$ cat config.mk
export PLATFORM = sky130hd
export DESIGN_NAME = float_signed_to_log
export DESIGN_NICKNAME = d
export VERILOG_FILES = /design/src/rtl/float_signed_to_log.sv
export SDC_FILE = /design/constraint.sdc
export NUM_CORES = 1
export LEC_CHECK = 0
export CAP_MARGIN = 0
export CELL_PAD_IN_SITES_DETAIL_PLACEMENT = 0
export CELL_PAD_IN_SITES_GLOBAL_PLACEMENT = 1
export CORE_UTILIZATION = 30
export CTS_CLUSTER_SIZE = 8
export DETAILED_ROUTE_END_ITERATION = 7
export MAX_ROUTING_LAYER = met4
export PLACE_DENSITY_LB_ADDON = 0.3
export SLEW_MARGIN = 25
export SYNTH_ARGS = -nofsm -noshare
export SYNTH_HDL_FRONTEND = slang
export SYNTH_SLANG_ARGS = --single-unit
$ cat constraint.sdc
create_clock -name clock -period 3.1 [get_ports clock]
set_clock_uncertainty 0.1 [all_clocks]
set_input_delay 0.62 -clock clock [delete_from_list [all_inputs] [get_ports clock]]
set_output_delay 0.62 -clock clock [all_outputs]
set_load 0.03 [all_outputs]
$ cat src/rtl/float_signed_to_log.sv
// float_signed_to_log
//   Two-stage pipelined converter from the unpacked signed-exponent float
//   format (sign, special flags, two's-complement unbiased exponent,
//   hidden-one fraction) to the unpacked (M, F) log-number format.
//
// Ports:
//   clock, resetn           rising-edge clock, asynchronous active-low reset
//   inValid                 input sample valid
//   in_sign                 input sign
//   in_isInf                input is infinity
//   in_isNan                input is NaN
//   in_isZero               input is zero
//   in_exp   [EXP_IN-1:0]   unbiased two's-complement exponent
//   in_frac  [FRAC_IN-1:0]  fraction, value = (1 + f/2^FRAC_IN) * 2^exp
//   outValid                output valid (inValid delayed by 2 cycles)
//   out_sign                output sign (0 for any special result)
//   out_isInf               infinity / NaR
//   out_isZero              zero
//   out_exp  [M-1:0]        signed integer part of log2|x|
//   out_frac [F-1:0]        unsigned fractional part of log2|x|
module float_signed_to_log #(
    parameter int EXP_IN  = 8,
    parameter int FRAC_IN = 8,
    parameter int M       = 3,
    parameter int F       = 4
) (
    input  logic               clock,
    input  logic               resetn,
    input  logic               inValid,
    input  logic               in_sign,
    input  logic               in_isInf,
    input  logic               in_isNan,
    input  logic               in_isZero,
    input  logic [EXP_IN-1:0]  in_exp,
    input  logic [FRAC_IN-1:0] in_frac,
    output logic               outValid,
    output logic               out_sign,
    output logic               out_isInf,
    output logic               out_isZero,
    output logic [M-1:0]       out_exp,
    output logic [F-1:0]       out_frac
);

    localparam int unsigned DEPTH = 1 << FRAC_IN;
    localparam int unsigned ROM_W = DEPTH * (F + 1);
    // Wide enough to hold in_exp + 1 and to compare against the M-bit range
    localparam int          W     = ((EXP_IN > M) ? EXP_IN : M) + 2;
    // Fixed-point fraction bits used while building the ROM
    localparam int          FXP   = 60;

    // round(log2(1 + f/2^FRAC_IN) * 2^F), ties up.
    // Bit-serial log2 by repeated squaring: each squaring of y in [1,2)
    // yields the next fraction bit. F+1 bits are produced, then rounded.
    function automatic logic [F:0] rom_entry(input int unsigned f);
        logic [127:0] y;
        logic [F+1:0] bits;
        logic [F+1:0] rnd;
        y    = 128'(f) + (128'(1) << FRAC_IN);
        y    = y << (FXP - FRAC_IN);
        bits = '0;
        for (int unsigned i = 0; i < unsigned'(F + 1); i++) begin
            y    = (y * y) >> FXP;
            bits = bits << 1;
            if (y[FXP+1]) begin
                bits[0] = 1'b1;
                y       = y >> 1;
            end
        end
        rnd = (bits + 1'b1) >> 1;
        return rnd[F:0];
    endfunction

    function automatic logic [ROM_W-1:0] build_rom();
        logic [ROM_W-1:0] v;
        v = '0;
        for (int unsigned i = 0; i < DEPTH; i++) begin
            v[i*(F+1) +: (F+1)] = rom_entry(i);
        end
        return v;
    endfunction

    localparam logic [ROM_W-1:0] ROM_BITS = build_rom();

    localparam logic signed [W-1:0] E_MAX = W'((1 << (M - 1)) - 1);
    localparam logic signed [W-1:0] E_MIN = -E_MAX - W'(1);

    // ---------------- stage 1: ROM lookup, exponent and flags ----------------
    logic              v1_d,    v1_q;
    logic              sign1_d, sign1_q;
    logic              inf1_d,  inf1_q;
    logic              zero1_d, zero1_q;
    logic [EXP_IN-1:0] exp1_d,  exp1_q;
    logic [F:0]        rom1_d,  rom1_q;

    always_comb begin
        v1_d    = inValid;
        sign1_d = in_sign;
        inf1_d  = in_isInf | in_isNan;
        zero1_d = in_isZero;
        exp1_d  = in_exp;
        rom1_d  = ROM_BITS[int'(in_frac) * (F + 1) +: (F + 1)];
    end

    always_ff @(posedge clock or negedge resetn) begin
        if (!resetn) begin
            v1_q    <= 1'b0;
            sign1_q <= 1'b0;
            inf1_q  <= 1'b0;
            zero1_q <= 1'b0;
            exp1_q  <= '0;
            rom1_q  <= '0;
        end else begin
            v1_q    <= v1_d;
            sign1_q <= sign1_d;
            inf1_q  <= inf1_d;
            zero1_q <= zero1_d;
            exp1_q  <= exp1_d;
            rom1_q  <= rom1_d;
        end
    end

    // ---------------- stage 2: carry, range check, specials ------------------
    logic              v2_d,    v2_q;
    logic              sign2_d, sign2_q;
    logic              inf2_d,  inf2_q;
    logic              zero2_d, zero2_q;
    logic [M-1:0]      exp2_d,  exp2_q;
    logic [F-1:0]      frac2_d, frac2_q;
    logic signed [W-1:0] e_ext;

    always_comb begin
        // A ROM value of exactly 2^F has zero low bits, so the fraction is
        // already 0 on carry; only the exponent needs the +1.
        e_ext   = $signed({{(W - EXP_IN){exp1_q[EXP_IN-1]}}, exp1_q})
                  + $signed(W'(rom1_q[F]));
        v2_d    = v1_q;
        sign2_d = 1'b0;
        inf2_d  = 1'b0;
        zero2_d = 1'b0;
        exp2_d  = '0;
        frac2_d = '0;
        if (inf1_q) begin
            inf2_d = 1'b1;
        end else if (zero1_q) begin
            zero2_d = 1'b1;
        end else if (e_ext > E_MAX) begin
            inf2_d = 1'b1;
        end else if (e_ext < E_MIN) begin
            zero2_d = 1'b1;
        end else begin
            sign2_d = sign1_q;
            exp2_d  = e_ext[M-1:0];
            frac2_d = rom1_q[F-1:0];
        end
    end

    always_ff @(posedge clock or negedge resetn) begin
        if (!resetn) begin
            v2_q    <= 1'b0;
            sign2_q <= 1'b0;
            inf2_q  <= 1'b0;
            zero2_q <= 1'b0;
            exp2_q  <= '0;
            frac2_q <= '0;
        end else begin
            v2_q    <= v2_d;
            sign2_q <= sign2_d;
            inf2_q  <= inf2_d;
            zero2_q <= zero2_d;
            exp2_q  <= exp2_d;
            frac2_q <= frac2_d;
        end
    end

    assign outValid   = v2_q;
    assign out_sign   = sign2_q;
    assign out_isInf  = inf2_q;
    assign out_isZero = zero2_q;
    assign out_exp    = exp2_q;
    assign out_frac   = frac2_q;

endmodule

# Yosys cells after proc, flatten, opt, wreduce, memory -nomap -nowiden
# Cells that the tools add are included.
[totals]
elab_cells = 37
in_bits = 23
memories = 0
output_inout_bits = 11
rom_bits = 0
regBits = 28
latch_bits = 0
ram_bits = 0
[classes]
eq_ne = 0
n_reduce_logical = 0
n_div = 0
n_bitwise = 1
multipliers = 1
magnitude_cmp = 2
add_sub_neg = 1
n_mux = 19
shift = 1
[op_table]
columns = ["cell", "n"]
rows = [
  ["1280-bit by 12-bit variable part select with 5-bit output, first input constant", 1],
  ["4-bit two-way mux", 4],
  ["3-bit two-way mux", 4],
  ["8-bit by 3-bit multiplier with 11-bit output, second input constant", 1],
  ["1-bit two-way mux", 11],
  ["8-bit by 2-bit adder with 9-bit output", 1],
  ["9-bit by 3-bit greater-than comparator with 1-bit output, second input constant", 1],
  ["9-bit by 3-bit < comparator with 1-bit output, second input constant", 1],
  ["1-bit bitwise OR", 1],
]

# Depth between registers and ports, before layout
# Gate-level depths: netlist (run 1).
[logic_depth]
depth_word = 6
depth_mapped = 8
ltp_nobuf = 7

# Worst setup path before layout (run 1)
# Ideal clock, no wire load.
[synth_path]
path_type = "flip-flop to flip-flop"
startpoint = "register exp1_q[0]"
endpoint = "register exp2_q[0], in the netlist out_exp[0]"
setup_slack_ns = 1.122
required_time_ns = 2.866
n_path_buf = 1
period_less_slack_ns = 1.978
setup_ns = 0.134
t_arrival_ns = 1.744
path_stages_with_launch = 9
path_cell_list = "dfrtp_1 ha_1 ha_1 buf_4 and2_1 a21oi_1 o32ai_2 a32oi_4 nor3b_2"
[synth_between]
elab_chain_cells = 6
[synth_lines]
columns = ["element", "line_no", "source"]
rows = [
  ["start: declaration", "92", "logic [EXP_IN-1:0] exp1_d, exp1_q;"],
  ["start signal: assignment", "117", "exp1_q <= exp1_d;"],
  ["8-bit by 2-bit adder with 9-bit output *", "135", "+ $signed(W'(rom1_q[F]));"],
  ["9-bit by 3-bit < comparator with 1-bit output", "148", "end else if (e_ext < E_MIN) begin"],
  ["3-bit two-way mux", "148", ""],
  ["3-bit two-way mux *", "146", "end else if (e_ext > E_MAX) begin"],
  ["3-bit two-way mux *", "144", "end else if (zero1_q) begin"],
  ["3-bit two-way mux *", "142", "if (inf1_q) begin"],
  ["via exp2_d[0]", "127", "logic [M-1:0] exp2_d, exp2_q;"],
  ["end signal: assignment", "170", "exp2_q <= exp2_d;"],
  ["end: declaration", "127", ""],
]
# Mark *: on every way through the listed nets, which the timed path passes. The rest lies on a longest branch.

# Final worst setup path (run 1)
[layout_path]
startpoint = "input port in_frac[3]"
endpoint = "register rom1_q[1]"
[layout_between]
elab_chain_cells = 2
[layout_lines]
columns = ["element", "line_no", "source"]
rows = [
  ["start: declaration", "35", "input logic [FRAC_IN-1:0] in_frac,"],
  ["8-bit by 3-bit multiplier with 11-bit output", "101", "rom1_d = ROM_BITS[int'(in_frac) * (F + 1) +: (F + 1)];"],
  ["1280-bit by 12-bit variable part select with 5-bit output", "101", ""],
  ["via rom1_d[1]", "93", "logic [F:0] rom1_d, rom1_q;"],
  ["end signal: assignment", "118", "rom1_q <= rom1_d;"],
  ["end: declaration", "93", ""],
]
# The timed path passes the listed nets, and every way through them passes these cells.

==> results of run 1 <==
metrics by stage:
step                power (µW)  util, %
finish                     799     40.8
global route               837     40.8
CTS                        808     40.8
detailed placement         525     39.3
global placement           522     39.3
floorplan                  473        -
power by group through the flow:
stage / Combinational [µW] / Sequential, µW / Clock [µW]
6_report: 120 / 395 / 283
5_1_grt: 134 / 398 / 305
4_1_cts: 122 / 396 / 290
3_5_place_dp: 122 / 403 / 0
3_3_place_gp: 120 / 402 / 0
2_1_floorplan: 72.9 / 400 / 0
cell families (layout without fill, tap and decap cells):
family,Yosys count,count (layout),synth area share (%)
AOI/OAI and AO/OA,45,45,22.1
xor gates and xnor gates,1,1,0.559
adders and majority gates,3,3,2.40
buffers and inverters,16,42,5.59
DFF,28,28,44.7
muxes,2,2,2.08
and+or+nand+nor,54,54,22.5
cells in the final DEF (no fill, tap or decap), types with 2 or more instances in the layout:
cell / n
nand3b_1: 2
o21ai_0: 5
nor2_1: 8
a211oi_1: 4
o31ai_1: 2
a221oi_1: 2
ha_1: 3
and2_1: 4
clkdlybuf4s50_1: 33
nand2b_1: 4
clkbuf_8: 3
inv_1: 2
nand2_1: 11
nand3_1: 5
a21oi_1: 9
o21a_1: 2
o211ai_1: 2
nor3b_2: 7
buf_4: 2
o21ai_1: 5
dfrtp_1: 28
o22ai_1: 2
path summary, 6_finish.rpt:
kind,startpoint,endpoint,slack (ns),cells after the start
setup / recovery,in_frac[3],rom1_q[1]$_DFF_PN0_,0.84,6
min in group asynchronous,resetn,zero1_q$_DFF_PN0_,0.61,2
max in group asynchronous,resetn,exp1_q[0]$_DFF_PN0_,2.04,2
setup reg to reg,exp1_q[0]$_DFF_PN0_,out_frac[3]$_DFF_PN0_,0.92,7
hold reg to reg,v1_q$_DFF_PN0_,outValid$_DFF_PN0_,0.27,0
hold / removal,v1_q$_DFF_PN0_,outValid$_DFF_PN0_,0.27,0
Yosys cell counts, drive strengths merged, types with 2 or more instances:
cell type	count
nand2	11
nand3	5
a211oi	5
o21a	2
buf	11
and3b	2
o31ai	2
nand3b	2
a221oi	2
inv	3
a32oi	2
a21oi	10
nor3	2
o22ai	2
clkbuf	2
nand2b	4
and3	2
o21ai	10
o211ai	2
ha	3
and2	4
nor2	8
nor3b	8
dfrtp	28
area by class of cell:
cell class | instances | area [µm²] | area share, %
clock buffers | 3 | 41.3 | 2.07
clock inverters | 1 | 30.0 | 1.51
inverters | 3 | 11.3 | 0.566
multi-input cells | 105 | 778 | 39.1
flip-flops and latches | 28 | 701 | 35.2
well taps | 67 | 83.8 | 4.21
repair buffers | 35 | 345 | 17.3
state kept, by name, summed over array words and instances (netlist names):
signal / count
zero1_q: 1
out_frac: 4
inf1_q: 1
sign1_q: 1
rom1_q: 5
out_isInf: 1
out_isZero: 1
out_exp: 3
outValid: 1
v1_q: 1
exp1_q: 8
out_sign: 1
routing by layer:
metal / global-route usage [%] / vias to the layer above / part of all wire [%]
met5: - / - / 0
met4: 8.39 / 0 / 3.1
li1: - / 596 / -
met3: 1.22 / 8 / 3.1
met2: 23.7 / 32 / 54
met1: 14.2 / 574 / 40
==> results.cfg, run 1 <==
[grt]
grt_max_degree = 29
gr-total-overflow = 0
grt_first_pass_wirelength_um = 5330
first_global_vias = 1157
groute.usage.overall_pct = 13.3
number_of_antenna_violations_at_the_first_check_in_global_routing = 0

[worst_setup_path]
timing.setup.critical_path_class = in -> reg
timing.critical_path.buf_inv = 1
timing.critical_path.max_delay_family = buffers and inverters
cp_cell_sequence = clkdlybuf4s50_1, nor3_2, nand2_1, nor2_1, a21oi_1, mux4_2
crit_arrival_ns = 2.32
max_stage_delay_ns = 0.69
crit_required_ns = 3.16
endpoint_kind = flip-flop
critical_path_start_type = input port
worst-path-max-fanout = 16
cpMaxStageDelayCell = clkdlybuf4s50_1

[clock_tree]
hold_buffers = 0
clk-insertion-delay-late_ns = 0.28
tritoncts = built
numCtsBuffers = 3
clk_pin_slew_worst_paths_ns = 0.09
ctsResizeCount = 0
cts_htree_levels = 1
clock_tree.buffer_depth = 2
cts.sinks = 28
clockRootBuffer = clkbuf_8
post-cts-setup-buffer-count = 0

[power]
p_sw_share_pct = 22.9
clockPowerShare_pct = 35.5
leakage_uw = 0.000757
power_per_cell_area_nw_per_um2 = 401
power.share.sequential_pct = 49.5
internal-power_uw = 616
switching_power_uw = 183
worst_ir_drop_vdd_mv = 0.153
combPwrFrac_pct = 15.1

[timing]
drv_slew = 0
grt_setup_unrepaired = no
worst_slew_pin_slew_ns = 0.561
setup_viol = 0
slew_headroom_pct = 62.5
holdWs_ns = 0.269
fmax_achieved_mhz = 442
fin_setup_tns_ns = 0
post-route-period-util_pct = 73.0
timing.final.ws_setup_ns = 0.837
hold_violations = 0
clock_period_minus_final_worst_setup_slack_ns = 2.26

[finish]
antenna_cells = 0
final.fill_count = 486
fin_nets = 202
layout-drive-gt1-share_pct = 14.9
area_delta_synth_final_pct = 27.1
finalInstanceArea_um2 = 1990
finish.cell_count_without_fillers = 242

[placement]
place.port_buffers = 33
hpwl_um = 2410
placed_cells_incl_taps = 238
routabilityCongestion = 0.856
dpl_worst_slack_ns = 0.536
dpl_cell_area_um2 = 1920

[synth]
synth.avg_cell_area_um2 = 10.5
synth_seq_area_share_pct = 44.7
synth_area_leader_cell = dfrtp_1
total_number_of_yosys_warnings = 0
dominant_register_cell_in_the_synthesized_netlist = dfrtp_1
portion_of_synthesized_cell_area_occupied_by_the_leading_cell_type_pct = 44.7
synth_area_leaders = dfrtp_1 (45%), nor3b_2 (5.6%), a21oi_1 (2.9%), nand2_1 (2.6%), ha_1 (2.4%)
synth_cells = 149
mappedNetlistArea_um2 = 1570
synth_cell_type_count = 52
synth_edf_count = 0
nets_in_the_synthesized_netlist = 175
async_flop_share_pct = 100
synth-seq-cells = 28

[floorplan]
overall_die_width_um = 74.3
placeableCoreArea_um2 = 4880
floorplan.io_pins = 34
effective_utilization_at_floorplan_pct = 32.1
floorplan.die_area_um2 = 5510
num_rows = 25
fp.dieH_um = 74.3

[detailed_routing]
final_antenna_net_count = 0
route.detailed.vias_per_inst = 5.00
num_vias = 1210
drt_iter0_markers = 30
drt_drc_violations_left = 0
drt-total-wl_um = 3180
detailedRoute.firstPassIterationCount = 4
route.detailed.wl_per_inst_um = 13.1

[min_path]
hold_path_class = reg -> reg

[outcome]
outcome = finished clean

[job]
drv_cap = 0
Power figures use the tool's default switching activity.
==> inputs of run 2 (changes only) <==
Clock period 3.1 ns to 2 ns, I/O delays scaled along.
==> run 2 against run 1 <==
  * Worst hold slack improved by 0.0026 ns
  * Clock power increased by 54%
  * Largest power group unchanged
  * Register-to-register slack got worse by 0.99 ns
  * Die area unchanged
  * Combinational power increased by 90%
  * The run now ends with negative setup slack left
==> results.cfg, run 2 (synthesis results as in run 1) <==
[worst_setup_path]
timing.setup.critical_path_class = reg -> reg
crit_required_ns = 2.10
critical_path_start_type = flip-flop
worst-path-max-fanout = 7
rr_startpoint = rom1_q[4]$_DFF_PN0_
rr_endpoint = out_frac[2]$_DFF_PN0_
crit_arrival_ns = 2.17
worst-r2r-setup-slack_ns = -0.07
endpoint_kind = flip-flop
setup.worst_path.end = out_frac[2]$_DFF_PN0_
rr_worst_depth = 9
worstSetupStartpoint = rom1_q[4]$_DFF_PN0_

[detailed_routing]
num_vias = 1321
route.detailed.vias_per_inst = 4.97
drt_drc_violations_left = 0
route.detailed.wl_per_inst_um = 14.1
final_antenna_net_count = 0
drt_iter0_markers = 58
drt-total-wl_um = 3740
detailedRoute.firstPassIterationCount = 4

[clock_tree]
hold_buffers = 0
numCtsBuffers = 3
tritoncts = built
cts_htree_levels = 1
clk_pin_slew_worst_paths_ns = 0.09
clockRootBuffer = clkbuf_8
clk-insertion-delay-late_ns = 0.27
cts.sinks = 28
clock_tree.buffer_depth = 2

[grt]
top_usage_layer = met2
groute.usage.overall_pct = 14.7
groute.layer.met2.usage_pct = 27.8
grt_first_pass_wirelength_um = 5980
first_global_vias = 1396
grt_max_degree = 29
gr-total-overflow = 0
globalRouteMet1Util_pct = 15.1
number_of_antenna_violations_at_the_first_check_in_global_routing = 0
grt_util_met3_pct = 1.90

[floorplan]
effective_utilization_at_floorplan_pct = 32.1
placeableCoreArea_um2 = 4880
fp.dieH_um = 74.3
floorplan.io_pins = 34
floorplan.die_area_um2 = 5510
num_rows = 25
overall_die_width_um = 74.3

[power]
power_per_cell_area_nw_per_um2 = 569
p_sw_share_pct = 23.3
combPwrFrac_pct = 17.8
clockPowerShare_pct = 34.1
internal-power_uw = 983
worst_ir_drop_vdd_mv = 0.266
switching_power_uw = 299
power.share.sequential_pct = 48.1
leakage_uw = 0.000895

[finish]
final.fill_count = 470
antenna_cells = 0
fin_nets = 226
area_delta_synth_final_pct = 43.9
commonest_non_fill_non_tap_cells_in_the_layout = clkdlybuf4s50_1 (33), dfrtp_1 (28), buf_4 (24)
final_common_cell = clkdlybuf4s50_1
largest_register = exp1_q
seq_area_um2 = 701
largest_register_ff_count = 8
multi_input_comb_area_um2 = 846
layout-drive-gt1-share_pct = 29.1

[outcome]
outcome = finished with violations
failed_checks = negative setup slack

[timing]
clock_period_minus_final_worst_setup_slack_ns = 2.07
timing.final.ws_setup_ns = -0.0681
fmax_achieved_mhz = 484
holdWs_ns = 0.272
hold_violations = 0
drv_slew = 0
setup_viol = 7
post-route-period-util_pct = 103
grt_setup_unrepaired = yes
slew_headroom_pct = 67.1
worst_slew_pin_slew_ns = 0.494

[placement]
dpl_worst_slack_ns = -0.188
routabilityCongestion = 0.853
hpwl_um = 2690
place.port_buffers = 33

[min_path]
holdCritStartpoint = v1_q$_DFF_PN0_
worst_hold_path.num_cells = 0
hold_path_class = reg -> reg

[job]
drv_cap = 0
## run 2: changes by cell type in the layout (fill, tap and decap cells not counted), sizes merged
cell  change
buf      +24
## run 2: how the worst min path moves through the flow
stage,end
after floorplan,exp1_q[0]$_DFF_PN0_
after global placement,outValid$_DFF_PN0_
after detailed placement,outValid$_DFF_PN0_
after CTS,outValid$_DFF_PN0_
after global routing,outValid$_DFF_PN0_
final,outValid$_DFF_PN0_
## run 2: timing repair
item	4_1_cts	5_1_grt
setup endpoints to repair	7	9
pin swaps	7	8
resized for setup	7	7
setup buffers	3	2
## run 2: power groups by stage
stage	sequential (µW)	combinational [µW]	clock [µW]
2_1_floorplan	620	113	0
3_3_place_gp	623	213	0
3_5_place_dp	624	218	0
4_1_cts	615	224	452
5_1_grt	621	248	479
6_report	617	228	437
## run 2: layer usage
metal | up-vias | wire [µm] | share of wire (%)
met5 | - | 0 | 0
met4 | 0 | 69 | 1.8
met3 | 7 | 68 | 1.8
met2 | 21 | 2160 | 58
met1 | 647 | 1450 | 39
li1 | 646 | - | -
## run 2: layout make-up
class / count / share of cell area [%]
clock buffer: 3 / 1.83
tap: 67 / 3.72
inverter: 3 / 0.499
clock inverter: 1 / 1.33
sequential: 28 / 31.1
multi-input combinational: 105 / 37.5
timing repair buffer: 59 / 24.0
## run 2: worst max-delay path, cell delays in order (launching register included)
cell and delay [ns]:
dfrtp_1 0.39, ha_2 0.20, ha_4 0.18, buf_4 0.14
nand2_1 0.05, o21ai_0 0.12, a211oi_2 0.37, a32oi_4 0.10
buf_12 0.17, nor3b_2 0.17
## run 2: stage by stage
stage | setup TNS (ns) | power, µW | cell area, µm² | utilization, % | cells
2_1_floorplan | 0 | 733 | 1570 | - | 149
3_3_place_gp | -0.800 | 836 | 2080 | 42.7 | 258
3_5_place_dp | -1.39 | 842 | 2080 | 42.7 | 258
4_1_cts | -0.106 | 1290 | 2210 | 45.3 | 265
5_1_grt | -1.42 | 1350 | 2250 | 46.2 | 266
6_report | -0.351 | 1280 | 2250 | 46.2 | 266
